$ cat src/rtl/dmem_sched_pkg.sv
// Shared types for the data-port scheduler: read FSM states and write-buffer entry layout.
package dmem_sched_pkg;

    localparam int unsigned ADDR_W = 32;
    localparam int unsigned DATA_W = 32;
    localparam int unsigned STRB_W = 4;
    localparam int unsigned WORD_W = ADDR_W - 2;

    typedef enum logic [1:0] {
        ST_IDLE    = 2'd0,
        ST_DRAIN   = 2'd1,
        ST_RD_WAIT = 2'd2,
        ST_DISCARD = 2'd3
    } rd_state_t;

    typedef struct packed {
        logic [ADDR_W-1:0] addr;
        logic [STRB_W-1:0] strb;
        logic [DATA_W-1:0] data;
    } wb_entry_t;

    // Word address used for load/store ordering checks.
    function automatic logic [WORD_W-1:0] word_addr(input logic [ADDR_W-1:0] a);
        return a[ADDR_W-1:2];
    endfunction

endpackage

$ cat src/rtl/dmem_sched_store_buffer.sv
// In-order store FIFO with a per-entry word-address compare for load hazard detection.
module dmem_sched_store_buffer
    import dmem_sched_pkg::*;
#(
    parameter int unsigned DEPTH = 4
) (
    input  logic              CLK,
    input  logic              RST,
    input  logic              i_push,
    input  wb_entry_t         i_entry,
    input  logic              i_pop,
    input  logic [WORD_W-1:0] i_cmp_waddr,
    output logic              o_hit,
    output logic              o_full,
    output logic              o_empty,
    output wb_entry_t         o_head
);

    localparam int unsigned IDX_W = $clog2(DEPTH);
    localparam int unsigned PTR_W = IDX_W + 1;

    logic [PTR_W-1:0] r_wr_ptr;
    logic [PTR_W-1:0] r_rd_ptr;
    logic [DEPTH-1:0] r_vld;
    wb_entry_t        r_mem [DEPTH];

    logic [IDX_W-1:0] w_wr_idx;
    logic [IDX_W-1:0] w_rd_idx;

    assign w_wr_idx = r_wr_ptr[IDX_W-1:0];
    assign w_rd_idx = r_rd_ptr[IDX_W-1:0];
    assign o_empty  = (r_wr_ptr == r_rd_ptr);
    assign o_full   = (r_wr_ptr[PTR_W-1] != r_rd_ptr[PTR_W-1]) && (w_wr_idx == w_rd_idx);
    assign o_head   = o_empty ? '0 : r_mem[w_rd_idx];

    always_ff @(posedge CLK) begin
        if (RST) begin
            r_wr_ptr <= '0;
            r_rd_ptr <= '0;
            r_vld    <= '0;
        end else begin
            if (i_push) begin
                r_vld[w_wr_idx] <= 1'b1;
                r_wr_ptr        <= r_wr_ptr + PTR_W'(1);
            end
            if (i_pop) begin
                r_vld[w_rd_idx] <= 1'b0;
                r_rd_ptr        <= r_rd_ptr + PTR_W'(1);
            end
        end
    end

    // Payload storage needs no reset; r_vld qualifies every use.
    always_ff @(posedge CLK) begin
        if (i_push) begin
            r_mem[w_wr_idx] <= i_entry;
        end
    end

    always_comb begin
        o_hit = 1'b0;
        for (int i = 0; i < DEPTH; i++) begin
            if (r_vld[i] && (word_addr(r_mem[i].addr) == i_cmp_waddr)) begin
                o_hit = 1'b1;
            end
        end
    end

endmodule

$ cat src/rtl/dmem_sched.sv
// Data-port scheduler: issues loads, buffers and drains stores in order, and holds
// loads behind buffered stores to the same word.
module dmem_sched
    import dmem_sched_pkg::*;
#(
    parameter int unsigned WB_DEPTH = 4
) (
    input  logic        CLK,
    input  logic        RST,
    input  logic        FLUSH,
    input  logic        REQ_R_VALID,
    input  logic [31:0] REQ_R_ADDR,
    input  logic        REQ_W_VALID,
    input  logic [31:0] REQ_W_ADDR,
    input  logic [3:0]  REQ_W_STRB,
    input  logic [31:0] REQ_W_DATA,
    output logic        STALL,
    output logic        RESP_R_VALID,
    output logic [31:0] RESP_R_DATA,
    output logic        WB_EMPTY,
    output logic        DATA_RDEN,
    output logic [31:0] DATA_RIADDR,
    input  logic [31:0] DATA_ROADDR,
    input  logic        DATA_RVALID,
    input  logic [31:0] DATA_RDATA,
    output logic        DATA_WREN,
    output logic [31:0] DATA_WADDR,
    output logic [3:0]  DATA_WSTRB,
    output logic [31:0] DATA_WDATA,
    input  logic        DATA_WREADY
);

    rd_state_t         r_state;
    rd_state_t         w_next_state;
    logic [31:0]       r_addr;
    logic              r_w_taken;

    logic              w_push;
    logic              w_pop;
    logic              w_full;
    logic              w_empty;
    logic              w_hit;
    logic              w_hazard;
    logic              w_rd_match;
    logic              w_latch;
    logic [WORD_W-1:0] w_cmp_waddr;
    wb_entry_t         w_wr_entry;
    wb_entry_t         w_head;

    // In IDLE the live request is checked; once parked in DRAIN the latched address is.
    assign w_cmp_waddr = (r_state == ST_IDLE) ? word_addr(REQ_R_ADDR) : word_addr(r_addr);
    assign w_push      = REQ_W_VALID & ~r_w_taken & ~w_full;
    assign w_pop       = ~w_empty & DATA_WREADY;
    assign w_hazard    = w_hit | (w_push & (word_addr(REQ_W_ADDR) == w_cmp_waddr));
    assign w_rd_match  = DATA_RVALID & (DATA_ROADDR == r_addr);
    assign w_wr_entry  = '{addr: REQ_W_ADDR, strb: REQ_W_STRB, data: REQ_W_DATA};

    assign STALL = (REQ_R_VALID & ~((r_state == ST_RD_WAIT) & w_rd_match))
                 | (REQ_W_VALID & ~r_w_taken & w_full)
                 | (r_state == ST_DISCARD);

    assign WB_EMPTY    = w_empty;
    assign DATA_WREN   = ~w_empty;
    assign DATA_WADDR  = w_head.addr;
    assign DATA_WSTRB  = w_head.strb;
    assign DATA_WDATA  = w_head.data;
    assign RESP_R_DATA = RESP_R_VALID ? DATA_RDATA : '0;

    dmem_sched_store_buffer #(
        .DEPTH (WB_DEPTH)
    ) u_wb (
        .CLK         (CLK),
        .RST         (RST),
        .i_push      (w_push),
        .i_entry     (w_wr_entry),
        .i_pop       (w_pop),
        .i_cmp_waddr (w_cmp_waddr),
        .o_hit       (w_hit),
        .o_full      (w_full),
        .o_empty     (w_empty),
        .o_head      (w_head)
    );

    always_ff @(posedge CLK) begin
        if (RST) begin
            r_state <= ST_IDLE;
            r_addr  <= '0;
        end else begin
            r_state <= w_next_state;
            if (w_latch) begin
                r_addr <= REQ_R_ADDR;
            end
        end
    end

    // A store held across a stall is pushed only once.
    always_ff @(posedge CLK) begin
        if (RST || FLUSH || !STALL) begin
            r_w_taken <= 1'b0;
        end else if (w_push) begin
            r_w_taken <= 1'b1;
        end
    end

    always_comb begin
        w_next_state = r_state;
        w_latch      = 1'b0;
        DATA_RDEN    = 1'b0;
        DATA_RIADDR  = '0;
        RESP_R_VALID = 1'b0;
        case (r_state)
            ST_IDLE: begin
                if (!FLUSH && REQ_R_VALID) begin
                    w_latch = 1'b1;
                    if (w_hazard) begin
                        w_next_state = ST_DRAIN;
                    end else begin
                        DATA_RDEN    = 1'b1;
                        DATA_RIADDR  = REQ_R_ADDR;
                        w_next_state = ST_RD_WAIT;
                    end
                end
            end
            ST_DRAIN: begin
                if (FLUSH) begin
                    w_next_state = ST_IDLE;
                end else if (!w_hazard) begin
                    DATA_RDEN    = 1'b1;
                    DATA_RIADDR  = r_addr;
                    w_next_state = ST_RD_WAIT;
                end
            end
            ST_RD_WAIT: begin
                if (FLUSH) begin
                    w_next_state = w_rd_match ? ST_IDLE : ST_DISCARD;
                end else if (w_rd_match) begin
                    RESP_R_VALID = 1'b1;
                    w_next_state = ST_IDLE;
                end
            end
            ST_DISCARD: begin
                if (w_rd_match) begin
                    w_next_state = ST_IDLE;
                end
            end
            default: w_next_state = ST_IDLE;
        endcase
    end

endmodule

$ cat config.mk
export PLATFORM = sky130hd
export DESIGN_NAME = dmem_sched
export DESIGN_NICKNAME = d
export VERILOG_FILES = /design/src/rtl/dmem_sched_pkg.sv /design/src/rtl/dmem_sched_store_buffer.sv /design/src/rtl/dmem_sched.sv
export SDC_FILE = /design/constraint.sdc
export NUM_CORES = 1
export LEC_CHECK = 0
export CORE_AREA = 2 2 171 173
export DETAILED_ROUTE_END_ITERATION = 6
export DIE_AREA = 0 0 173 175
export DONT_BUFFER_PORTS = 1
export PLACE_DENSITY = 0.75
export SLEW_MARGIN = 20
export SYNTH_ARGS = -nofsm -noshare
export SYNTH_HDL_FRONTEND = slang
export SYNTH_SLANG_ARGS = --single-unit
$ cat constraint.sdc
create_clock -name CLK -period 3.2 [get_ports CLK]
set_input_delay 0.16 -clock CLK [delete_from_list [all_inputs] [get_ports CLK]]
set_output_delay 0.16 -clock CLK [all_outputs]
set_load 0.02 [all_outputs]
==> impl_metrics.sql, run 1 <==
INSERT INTO impl_metrics (metric_group, metric, value, unit) VALUES
('run_status', 'status', 'finished, violations left', ''),
('run_status', 'violations', 'negative setup slack', ''),
('final_layout', 'final_layout_size_suffix_gt1_share', '26.3', '%'),
('timing', 'fmaxAchievable', '0.272', 'GHz'),
('cts', 'cts.clk_slew.worst_paths', '60', 'ps'),
('flow_run', 'max_cap_violations', '0', ''),
('critical_path', 'critical_path.startpoint_type', 'flop', ''),
('cts', 'clk_latency_worst_skew_pair', '550', 'ps'),
('hold_path', 'hold_start', 'FLUSH', ''),
('critical_path', 'worst-endpoint-required', '3040', 'ps'),
('timing', 'timing.setup.tns', '-17070', 'ps'),
('critical_path', 'worstReg2RegEnd', 'r_w_taken', ''),
('cts', 'cts.sink_count', '319', ''),
('hold_path', 'timing.hold.worst_path_depth', '4', ''),
('cts', 'tritoncts', 'done', ''),
('timing', 'final.setup_skew', '26.9', 'ps'),
('hold_path', 'min_delay_worst_endpoint', 'r_addr[3]', ''),
('power_and_ir_drop', 'power.density', '584', 'mW/mm^2'),
('detailed_routing', 'vias_per_cell', '6.60', ''),
('critical_path', 'cp.arrival', '3520', 'ps'),
('synth', 'number_of_enable_type_register_cells_in_the_synthesized_netlist', '272', ''),
('die', 'num_rows', '62', ''),
('cts', 'cts_made_buffers', '34', ''),
('timing', 'hold_viol', '0', ''),
('grt', 'initial_antenna_violation_count', '3', ''),
('synth', 'synth-async-reset-ratio', '0', '%'),
('cts', 'cts_root_buf', 'sky130_fd_sc_hd__clkbuf_16', ''),
('synth', 'synth_sequential_area_ratio', '56.2', '%'),
('detailed_routing', 'postRouteAntennaNets', '0', ''),
('place', 'detailedPlacementHpwl', '42.5', 'mm'),
('critical_path', 'critical_path.max_fanout', '8', ''),
('synth', 'netlist-cell-type-count', '59', ''),
('final_layout', 'mostFrequentLayoutCell', 'sky130_fd_sc_hd__edfxtp_1', ''),
('grt', 'grt_max_degree', '63', ''),
('timing', 'finalCriticalPeriod', '3680', 'ps'),
('timing', 'timing.final.max_slew_violations', '0', ''),
('critical_path', 'worst_setup_path_end_kind', 'output port', ''),
('final_layout', 'n_fill_cell', '1837', ''),
('timing', 'grt_setup_unrepaired', 'yes', ''),
('die', 'core_region_area', '0.0284', 'sq mm'),
('die', 'start_util', '57.1', '%'),
('grt', 'grt_pass1_vias', '12600', ''),
('synth', 'synth_seq_cells', '319', ''),
('place', 'port_buffers', '0', ''),
('timing', 'worst-slew-pin-transition', '669', 'ps'),
('die', 'die_area', '0.0303', 'sq mm'),
('detailed_routing', 'drcViolationCount', '0', ''),
('detailed_routing', 'wl_per_cell', '33.0', 'um'),
('grt', 'grt_usage', '40.5', '%'),
('synth', 'synth.avg_cell_area', '12.8', 'sq um'),
('timing', 'setup-violations-final', '65', ''),
('synth', 'synthCells', '1267', ''),
('power_and_ir_drop', 'irDropWorstVdd', '0.654', 'mV'),
('place', 'final_replace_weighted_congestion', '1.02', ''),
('final_layout', 'layout_net_count', '1669', ''),
('die', 'dieWidth', '173', 'um'),
('hold_path', 'hold_class', 'input port to flop', ''),
('timing', 'fin_hold_ws', '27.5', 'ps'),
('detailed_routing', 'finalWirelength', '62.7', 'mm'),
('critical_path', 'r2r.worst_path.cells', '9', ''),
('final_layout', 'mostFrequentLayoutCells', 'sky130_fd_sc_hd__edfxtp_1, sky130_fd_sc_hd__buf_4, sky130_fd_sc_hd__dlygate4sd3_1', ''),
('synth', 'synthesis.area', '0.0162', 'sq mm'),
('timing', 'maxSlewHeadroom', '55.4', '%'),
('synth', 'ys_warn_count', '0', ''),
('critical_path', 'setup.reg_to_reg.worst_slack', '120', 'ps'),
('synth', 'synth_nets', '1446', ''),
('detailed_routing', 'drt_pre_antenna_iters', '6', ''),
('detailed_routing', 'route.vias.total', '12500', ''),
('die', 'ioPinCount', '308', ''),
('critical_path', 'regToRegStartpoint', 'r_addr[8]', ''),
('grt', 'global_route.overflow_total', '0', ''),
('synth', 'synth_top_flop_cell', 'sky130_fd_sc_hd__edfxtp_1', ''),
('die', 'height_of_the_die', '175', 'um'),
('detailed_routing', 'initial_drt_markers', '1621', ''),
('timing', 'final_min_period_over_clock_period', '115', '%'),
('grt', 'grt_first_pass_wirelength', '88.5', 'mm'),
('critical_path', 'criticalPathCategory', 'flop to output port', ''),
('cts', 'cts_htree_levels', '2', ''),
('final_layout', 'syn_to_final_growth', '27.4', '%'),
('cts', 'cts_max_path_buffers', '3', ''),
('power_and_ir_drop', 'leakage_power_figure', '7.22', 'nW'),
('timing', 'post-route-worst-setup-slack', '-483', 'ps');
-- critical path, cell delays in order, from the launching register on --
cell and delay, ps:
sky130_fd_sc_hd__dfxtp_4 360, sky130_fd_sc_hd__nor2_4 180, sky130_fd_sc_hd__buf_12 170, sky130_fd_sc_hd__buf_4 200, sky130_fd_sc_hd__mux2i_4 280, sky130_fd_sc_hd__buf_4 160, sky130_fd_sc_hd__xnor2_1 190, sky130_fd_sc_hd__nor4_2 310
sky130_fd_sc_hd__nand4_1 260, sky130_fd_sc_hd__o2111ai_4 340, sky130_fd_sc_hd__buf_12 170, sky130_fd_sc_hd__clkbuf_16 140, sky130_fd_sc_hd__a21oi_1 40, sky130_fd_sc_hd__buf_4 170
-- flip-flops by register name (all words and copies together), names as in the netlist, named ones only --
name / count
u_wb.r_mem: 272
r_addr: 32
u_wb.r_vld: 4
u_wb.r_rd_ptr: 3
u_wb.r_wr_ptr: 3
r_state: 2
r_w_taken: 1
-- timing repair --
action | in CTS | in global routing
setup endpoints to repair | 68 | 66
cloned | 5 | 4
pin swaps | 13 | 49
endpoints found under the hold margin | 319 | 0
hold buffers | 112 | 0
resized for setup | 125 | 67
buffers inserted | 12 | 14
-- area by class of cell --
type,instances,area [sq um],area share (%)
Sequential cell,319,9140,44.2
Clock inverter,19,193,0.932
Inverter,61,229,1.11
Clock buffer,42,891,4.31
Timing Repair Buffer,270,2660,12.9
Multi-Input combinational cell,804,7070,34.2
Tap cell,384,480,2.32
Antenna cell,1,2.50,0.0121
-- stage by stage --
step / util, % / instance area, sq um / instances / worst slack (ps) / power (mW)
2_1_floorplan: - / 16200 / 1267 / 73.7 / 6.97
3_3_place_gp: 61.4 / 17400 / 1692 / -101 / 7.78
3_5_place_dp: 61.4 / 17400 / 1692 / -142 / 7.79
4_1_cts: 71.6 / 20300 / 1882 / -377 / 12.0
5_1_grt: 72.8 / 20700 / 1900 / -509 / 12.4
6_report: 72.8 / 20700 / 1900 / -483 / 12.1
-- synthesized netlist by cell type, types with 4 or more instances --
master	count	area share, %
sky130_fd_sc_hd__mux2i_1	21	1.3
sky130_fd_sc_hd__nand2_1	109	2.5
sky130_fd_sc_hd__xnor2_1	70	3.8
sky130_fd_sc_hd__and2_1	106	4.1
sky130_fd_sc_hd__nand4_1	32	1.2
sky130_fd_sc_hd__nor3_1	8	0.25
sky130_fd_sc_hd__a2111oi_0	6	0.32
sky130_fd_sc_hd__a22oi_1	4	0.19
sky130_fd_sc_hd__nor3b_1	7	0.32
sky130_fd_sc_hd__o221ai_1	7	0.38
sky130_fd_sc_hd__a222oi_1	4	0.25
sky130_fd_sc_hd__nor2b_1	8	0.31
sky130_fd_sc_hd__inv_1	61	1.4
sky130_fd_sc_hd__nor2_1	22	0.51
sky130_fd_sc_hd__buf_2	5	0.15
sky130_fd_sc_hd__a221oi_1	7	0.38
sky130_fd_sc_hd__xor2_1	102	5.5
sky130_fd_sc_hd__o22ai_1	18	0.69
sky130_fd_sc_hd__edfxtp_1	272	50
sky130_fd_sc_hd__o21ai_0	15	0.46
sky130_fd_sc_hd__ha_1	8	0.62
sky130_fd_sc_hd__o2bb2ai_1	4	0.22
sky130_fd_sc_hd__clkbuf_1	67	1.6
sky130_fd_sc_hd__nand3_1	10	0.31
sky130_fd_sc_hd__a21oi_1	80	2.5
sky130_fd_sc_hd__buf_6	5	0.35
sky130_fd_sc_hd__nor4_1	16	0.62
sky130_fd_sc_hd__nand2b_1	10	0.39
sky130_fd_sc_hd__mux4_2	68	9.4
sky130_fd_sc_hd__o2111ai_1	11	0.59
sky130_fd_sc_hd__o31ai_1	5	0.23
sky130_fd_sc_hd__dfxtp_1	47	5.8
sky130_fd_sc_hd__a311oi_1	4	0.22
sky130_fd_sc_hd__mux2i_2	7	0.59
-- power breakdown --
group | internal [mW] | switching, mW | total, mW
clock network | 2.18 | 1.73 | 3.92
logic | 1.27 | 1.86 | 3.13
registers | 4.75 | 0.259 | 5.01
-- routing by layer --
metal | track usage (%) | up-vias | share of wire [%]
met3 | 10.1 | 226 | 11
met2 | 64.7 | 937 | 46
met1 | 51.1 | 6240 | 36
met4 | 22.7 | 2 | 6.9
met5 | 0 | - | 0.021
li1 | - | 5143 | -
-- how the worst max path moves through the flow --
stage,startpoint,endpoint,cells after the start
floorplan,u_wb.r_wr_ptr[0],u_wb.r_mem[3][0],5
global placement,r_state[1],DATA_RDEN,14
CTS,r_state[0],DATA_RDEN,15
detailed placement,r_state[1],DATA_RIADDR[19],14
finish,r_state[1],DATA_RIADDR[9],13
global route,r_state[1],DATA_RIADDR[9],16
-- kinds of logic (layout without fill, tap and decap cells) --
group / count (synthesis) / in the layout / share of synthesized area (%)
flops: 319 / 319 / 56.2
compound gates: 194 / 194 / 7.99
other cells: 0 / 1 / 0
fa+ha+maj: 8 / 8 / 0.617
buf+inv: 144 / 392 / 3.67
simple gates: 333 / 333 / 10.8
xor+xnor: 172 / 172 / 9.29
mux: 97 / 97 / 11.5
Power figures use the tool's default switching activity.
==> inputs of run 2 (changes only) <==
Settings changed: SKIP_LAST_GASP from default to 1, SLEW_MARGIN 20 to 40.
==> run 2 against run 1 <==
The run still ends with negative setup slack left. Hold slack about the same. Register-to-register slack got worse by 20 ps. Sequential cell count unchanged. Fmax decreased by 0.78%. Design area increased by 0.16%. Core utilization increased by 0.11 points. Clock-buffer cell count unchanged. Clock power about the same. Cell count unchanged. Sequential share of layout area decreased by 0.063 points. Sequential power about the same. Largest cell class unchanged.
==> impl_metrics.sql, run 2 (same netlist as run 1, synthesis figures left out) <==
INSERT INTO impl_metrics (metric_group, metric, value, unit) VALUES
('grt', 'use_met3', '9.75', '%'),
('detailed_routing', 'initial_drt_markers', '1584', ''),
('detailed_routing', 'postRouteAntennaNets', '0', ''),
('run_status', 'status', 'finished, violations left', ''),
('final_layout', 'largest_register_ffs', '272', ''),
('die', 'dieWidth', '173', 'um'),
('critical_path', 'critical_path.startpoint_type', 'flop', ''),
('final_layout', 'register_area', '0.00914', 'sq mm'),
('final_layout', 'finalInstanceArea', '0.0207', 'sq mm'),
('power_and_ir_drop', 'power.density', '583', 'mW/mm^2'),
('die', 'start_util', '57.1', '%'),
('critical_path', 'r2r.worst_path.cells', '15', ''),
('power_and_ir_drop', 'leakage_power_figure', '7.23', 'nW'),
('timing', 'fin_hold_ws', '27.0', 'ps'),
('timing', 'setup-violations-final', '65', ''),
('critical_path', 'regToRegStartpoint', 'r_state[1]', ''),
('timing', 'grt_setup_unrepaired', 'yes', ''),
('grt', 'global_route.overflow_total', '0', ''),
('timing', 'worst-slew-pin-transition', '651', 'ps'),
('grt', 'met2_usage', '65.0', '%'),
('final_layout', 'mostFrequentLayoutCells', 'sky130_fd_sc_hd__edfxtp_1, sky130_fd_sc_hd__buf_4, sky130_fd_sc_hd__dlygate4sd3_1', ''),
('final_layout', 'biggestRegsByFlops', 'u_wb.r_mem (272), r_addr (32), u_wb.r_vld (4)', ''),
('grt', 'grt_pass1_vias', '12600', ''),
('timing', 'final.setup_skew', '21.0', 'ps'),
('final_layout', 'mostFrequentLayoutCell', 'sky130_fd_sc_hd__edfxtp_1', ''),
('final_layout', 'largest-register', 'u_wb.r_mem', ''),
('cts', 'cts_root_buf', 'sky130_fd_sc_hd__clkbuf_16', ''),
('run_status', 'violations', 'negative setup slack', ''),
('timing', 'final_min_period_over_clock_period', '116', '%'),
('detailed_routing', 'route.vias.total', '12600', ''),
('timing', 'finalCriticalPeriod', '3710', 'ps'),
('critical_path', 'worst_setup_path_end_kind', 'output port', ''),
('die', 'num_rows', '62', ''),
('detailed_routing', 'vias_per_cell', '6.65', ''),
('die', 'ioPinCount', '308', ''),
('final_layout', 'layout_net_count', '1670', ''),
('grt', 'grt_usage', '40.7', '%'),
('timing', 'post-route-worst-setup-slack', '-512', 'ps'),
('place', 'postPlaceCellArea', '0.0174', 'sq mm'),
('place', 'detailedPlacementHpwl', '42.5', 'mm'),
('timing', 'timing.final.max_slew_violations', '0', ''),
('timing', 'fmaxAchievable', '0.269', 'GHz'),
('timing', 'maxSlewHeadroom', '56.6', '%'),
('final_layout', 'antenna_cells', '0', ''),
('grt', 'grt_first_pass_wirelength', '88.9', 'mm'),
('detailed_routing', 'drt_pre_antenna_iters', '6', ''),
('grt', 'gr-max-usage-layer', 'met2', ''),
('final_layout', 'final_layout_size_suffix_gt1_share', '26.6', '%'),
('die', 'height_of_the_die', '175', 'um'),
('place', 'dpl_worst_slack', '-142', 'ps'),
('critical_path', 'crit_startpoint', 'r_state[1]', ''),
('final_layout', 'n_fill_cell', '1833', ''),
('detailed_routing', 'wl_per_cell', '33.2', 'um'),
('die', 'core_region_area', '0.0284', 'sq mm'),
('cts', 'clk_latency_worst_skew_pair', '540', 'ps'),
('critical_path', 'cp-endpoint', 'DATA_RIADDR[9]', ''),
('detailed_routing', 'drcViolationCount', '0', ''),
('grt', 'grt.met1_usage', '51.7', '%'),
('critical_path', 'setup.reg_to_reg.worst_slack', '100', 'ps'),
('timing', 'hold_viol', '0', ''),
('cts', 'tritoncts', 'done', ''),
('hold_path', 'timing.hold.worst_path_depth', '4', ''),
('power_and_ir_drop', 'total_power', '12.1', 'mW'),
('critical_path', 'worstReg2RegEnd', 'r_state[1]', ''),
('power_and_ir_drop', 'irDropWorstVdd', '0.653', 'mV'),
('detailed_routing', 'finalWirelength', '63.1', 'mm'),
('cts', 'cts_htree_levels', '2', ''),
('flow_run', 'max_cap_violations', '0', ''),
('critical_path', 'worst-endpoint-required', '3040', 'ps'),
('place', 'final_replace_weighted_congestion', '1.02', ''),
('final_layout', 'footprint_of_the_multi_input_gates', '0.00709', 'sq mm'),
('final_layout', 'finalCoreUtilization', '72.9', '%'),
('critical_path', 'criticalPathCategory', 'flop to output port', ''),
('grt', 'grt_max_degree', '63', ''),
('critical_path', 'cp.arrival', '3550', 'ps'),
('place', 'port_buffers', '0', ''),
('cts', 'cts_made_buffers', '34', ''),
('cts', 'cts.clk_slew.worst_paths', '60', 'ps'),
('die', 'die_area', '0.0303', 'sq mm'),
('cts', 'cts_max_path_buffers', '3', ''),
('hold_path', 'hold_class', 'input port to flop', ''),
('final_layout', 'syn_to_final_growth', '27.6', '%'),
('critical_path', 'critical_path.max_fanout', '9', ''),
('cts', 'cts.sink_count', '319', ''),
('grt', 'initial_antenna_violation_count', '1', '');
==> run 2: worst min path at each step <==
stage / startpoint / to / slack [ps]
4_1_cts: FLUSH / r_addr[0] / 30
3_5_place_dp: RST / flop / 230
2_1_floorplan: FLUSH / r_w_taken / 240
6_report: FLUSH / r_addr[3] / 30
3_3_place_gp: RST / r_addr[2] / 240
5_1_grt: FLUSH / r_addr[3] / 40
==> run 2: repair_timing <==
action	4_1_cts	5_1_grt
endpoints found under the setup margin	68	66
pin swaps	12	54
resized for setup	124	80
hold endpoints to repair	319	0
setup buffers	12	17
hold buffers	112	0
cloned	5	3
==> run 2: worst max-delay path: stages, from the launching register on <==
cell	delay, ps
sky130_fd_sc_hd__dfxtp_4	360
sky130_fd_sc_hd__nor2_4	190
sky130_fd_sc_hd__buf_12	180
sky130_fd_sc_hd__buf_4	140
sky130_fd_sc_hd__buf_4	170
sky130_fd_sc_hd__o221ai_2	140
sky130_fd_sc_hd__o31ai_2	330
sky130_fd_sc_hd__nand4_1	300
sky130_fd_sc_hd__nor4_2	220
sky130_fd_sc_hd__buf_4	160
sky130_fd_sc_hd__o2111ai_4	100
sky130_fd_sc_hd__o2111ai_4	180
sky130_fd_sc_hd__buf_12	160
sky130_fd_sc_hd__clkbuf_16	150
sky130_fd_sc_hd__a21oi_1	50
sky130_fd_sc_hd__buf_4	170
==> run 2: routing by layer <==
| metal | share of wire (%) | vias up |
|---|---|---|
| met3 | 10 | 200 |
| li1 | - | 5142 |
| met4 | 6.2 | 2 |
| met2 | 47 | 919 |
| met1 | 37 | 6379 |
| met5 | 0.021 | - |
==> run 2: power breakdown <==
group          internal (mW)  switching (mW)
Combinational           1.28            1.87
Sequential              4.75           0.261
Clock                   2.18            1.73
==> run 2: cell type report <==
| class | count | share of cell area [%] |
|---|---|---|
| clock buffers | 42 | 4.30 |
| repair buffers | 271 | 12.9 |
| multi-input cells | 804 | 34.3 |
| clock inverters | 19 | 0.931 |
| well taps | 384 | 2.32 |
| flip-flops and latches | 319 | 44.2 |
| inverters | 61 | 1.11 |
==> run 2: per-stage QoR <==
stage          instances  TNS (ps)
5_1_grt             1900    -20170
3_3_place_gp        1692     -3030
6_report            1900    -18050
3_5_place_dp        1692     -4280
2_1_floorplan       1267         0
4_1_cts             1882    -11910
==> inputs of run 3 (changes only) <==
Settings changed: HOLD_SLACK_MARGIN from default to 0.12.
==> run 3 against run 2 <==
The flow still finishes with violations (negative setup slack). Global-route usage rose by 0.21 points. Non-clock buffer count did not move. First-iteration DRC count rose by 1.3%. Sequential share of layout area fell by 0.11 points. Fmax barely moved. Largest power group unchanged.
==> impl_metrics.sql, run 3 (same netlist as run 1, synthesis figures left out) <==
INSERT INTO impl_metrics (metric_group, metric, value, unit) VALUES
('die', 'height_of_the_die', '175', 'um'),
('cts', 'cts_max_path_buffers', '3', ''),
('timing', 'timing.final.max_slew_violations', '0', ''),
('critical_path', 'worst-endpoint-required', '3040', 'ps'),
('detailed_routing', 'initial_drt_markers', '1604', ''),
('detailed_routing', 'finalWirelength', '63.3', 'mm'),
('critical_path', 'critical-path-top-cell-by-count', 'sky130_fd_sc_hd__buf_4', ''),
('critical_path', 'critical_path.startpoint_type', 'flop', ''),
('timing', 'finalCriticalPeriod', '3710', 'ps'),
('hold_path', 'hold_start', 'REQ_R_VALID', ''),
('timing', 'timing.setup.tns', '-17480', 'ps'),
('die', 'num_rows', '62', ''),
('detailed_routing', 'wl_per_cell', '33.3', 'um'),
('final_layout', 'finalCoreUtilization', '73.0', '%'),
('grt', 'grt_pass1_vias', '12700', ''),
('detailed_routing', 'drcViolationCount', '0', ''),
('detailed_routing', 'vias_per_cell', '6.67', ''),
('cts', 'tritoncts', 'done', ''),
('place', 'placed_cells', '1692', ''),
('final_layout', 'mostFrequentLayoutCell', 'sky130_fd_sc_hd__edfxtp_1', ''),
('critical_path', 'cpMaxStageDelayCell', 'sky130_fd_sc_hd__dfxtp_4', ''),
('cts', 'clk_latency_worst_skew_pair', '540', 'ps'),
('detailed_routing', 'met1Wirelength', '22.7', 'mm'),
('cts', 'cts_made_buffers', '34', ''),
('timing', 'grt_setup_unrepaired', 'yes', ''),
('critical_path', 'cp_slowest_stage_delay', '350', 'ps'),
('place', 'detailedPlacementHpwl', '42.5', 'mm'),
('final_layout', 'syn_to_final_growth', '27.8', '%'),
('detailed_routing', 'route.vias.total', '12700', ''),
('timing', 'hold_viol', '0', ''),
('timing', 'post-route-worst-setup-slack', '-510', 'ps'),
('detailed_routing', 'drt_pre_antenna_iters', '6', ''),
('grt', 'grt_first_pass_wirelength', '89.3', 'mm'),
('cts', 'cts.clk_slew.worst_paths', '60', 'ps'),
('final_layout', 'biggestRegsByFlops', 'u_wb.r_mem (272), r_addr (32), u_wb.r_vld (4)', ''),
('die', 'ioPinCount', '308', ''),
('power_and_ir_drop', 'total_power', '12.1', 'mW'),
('die', 'dieWidth', '173', 'um'),
('final_layout', 'final_layout_size_suffix_gt1_share', '26.0', '%'),
('critical_path', 'criticalPathCategory', 'flop to output port', ''),
('timing', 'maxSlewHeadroom', '55.7', '%'),
('critical_path', 'critical_path.max_fanout', '9', ''),
('cts', 'cts_root_buf', 'sky130_fd_sc_hd__clkbuf_16', ''),
('grt', 'initial_antenna_violation_count', '2', ''),
('flow_run', 'max_cap_violations', '0', ''),
('final_layout', 'layout_net_count', '1670', ''),
('grt', 'global_route.overflow_total', '0', ''),
('power_and_ir_drop', 'leakage_power_figure', '7.21', 'nW'),
('critical_path', 'r2r.worst_path.cells', '15', ''),
('critical_path', 'worst_setup_path_end_kind', 'output port', ''),
('timing', 'fmaxAchievable', '0.270', 'GHz'),
('grt', 'grt_max_degree', '63', ''),
('detailed_routing', 'routed.top_layer', 'met4', ''),
('critical_path', 'cp.arrival', '3550', 'ps'),
('final_layout', 'mostFrequentLayoutCells', 'sky130_fd_sc_hd__edfxtp_1, sky130_fd_sc_hd__dlygate4sd3_1, sky130_fd_sc_hd__nand2_1', ''),
('timing', 'setup-violations-final', '65', ''),
('hold_path', 'timing.hold.worst_path_depth', '4', ''),
('critical_path', 'regToRegStartpoint', 'r_state[0]', ''),
('timing', 'final_min_period_over_clock_period', '116', '%'),
('power_and_ir_drop', 'irDropWorstVdd', '0.654', 'mV'),
('detailed_routing', 'dr_wl_met3', '6.77', 'mm'),
('timing', 'final.setup_skew', '21.7', 'ps'),
('grt', 'grt_usage', '40.9', '%'),
('die', 'core_region_area', '0.0284', 'sq mm'),
('place', 'dpl_worst_slack', '-142', 'ps'),
('final_layout', 'post_layout_nonfiller_instances', '1902', ''),
('cts', 'cts_htree_levels', '2', ''),
('critical_path', 'worstReg2RegEnd', 'r_state[1]', ''),
('critical_path', 'sequence_of_cells_on_the_critical_path', 'nor2_4, buf_12, buf_8, mux2i_4, xor2_1, buf_4, o21ai_2, nor4_2, buf_4, nand4_1, o2111ai_4, buf_12, clkbuf_16, a21oi_1, buf_4', ''),
('place', 'final_replace_weighted_congestion', '1.02', ''),
('final_layout', 'largest-register', 'u_wb.r_mem', ''),
('run_status', 'status', 'finished, violations left', ''),
('detailed_routing', 'met2_length', '29.7', 'mm'),
('final_layout', 'largest_register_ffs', '272', ''),
('place', 'port_buffers', '0', ''),
('critical_path', 'setup.reg_to_reg.worst_slack', '100', 'ps'),
('timing', 'worst-slew-pin-transition', '665', 'ps'),
('die', 'start_util', '57.1', '%'),
('detailed_routing', 'postRouteAntennaNets', '0', ''),
('hold_path', 'min_delay_worst_endpoint', 'r_addr[1]', ''),
('die', 'die_area', '0.0303', 'sq mm'),
('cts', 'cts.sink_count', '319', ''),
('hold_path', 'hold_class', 'input port to flop', ''),
('power_and_ir_drop', 'power.density', '581', 'mW/mm^2'),
('final_layout', 'n_fill_cell', '1802', ''),
('run_status', 'violations', 'negative setup slack', '');
[run 3: repair_timing]
| item | CTS | global route |
|---|---|---|
| endpoints found under the hold margin | 319 | 0 |
| resized for setup | 124 | 85 |
| gates cloned | 5 | 3 |
| endpoints found under the setup margin | 68 | 66 |
| setup buffers | 12 | 11 |
| hold buffers | 118 | 0 |
| pin swaps | 12 | 45 |
[run 3: critical path, delay by kind of cell, from the launching register on]
| family | cells | cell delay (ps) |
|---|---|---|
| mux | 1 | 240 |
| compound gates | 3 | 450 |
| buf+inv | 7 | 1100 |
| flops | 1 | 350 |
| simple gates | 3 | 630 |
| xor+xnor | 1 | 230 |
[run 3: area by class of cell]
type	count	area (sq um)	area share, %
Clock buffer	42	891	4.30
Sequential cell	319	9140	44.1
Antenna cell	2	5.00	0.0241
Inverter	61	229	1.10
Multi-Input combinational cell	804	7120	34.4
Timing Repair Buffer	271	2680	12.9
Tap cell	384	480	2.32
Clock inverter	19	193	0.929
[run 3: report_power, final]
group          total (mW)  switching [mW]  internal (mW)  leakage (nW)
clock network        3.91            1.73           2.18         0.537
logic                3.13            1.87           1.26          3.79
registers            5.01           0.262           4.75          2.89
total                12.1            3.86           8.20          7.21
[run 3: worst max-delay path by stage]
stage,startpoint,endpoint
floorplan,u_wb.r_wr_ptr[0],u_wb.r_mem[3][0]
CTS,r_state[0],DATA_RDEN
detailed placement,r_state[1],DATA_RIADDR[19]
global route,r_state[0],DATA_RIADDR[8]
finish,r_state[0],DATA_RIADDR[8]
global placement,r_state[1],DATA_RDEN
[run 3: per-layer routing]
| layer | track usage, % | up-vias |
|---|---|---|
| met5 | 0 | - |
| met4 | 21.6 | 0 |
| met3 | 9.83 | 207 |
| met2 | 66.0 | 948 |
| met1 | 51.6 | 6379 |
| li1 | - | 5149 |
[run 3: stage by stage]
step / hold slack (ps) / cell area (sq um)
after detailed placement: 233 / 17400
after global routing: 170 / 20700
after floorplan: 238 / 16200
after global placement: 235 / 17400
after CTS: 137 / 20400
final: 147 / 20700
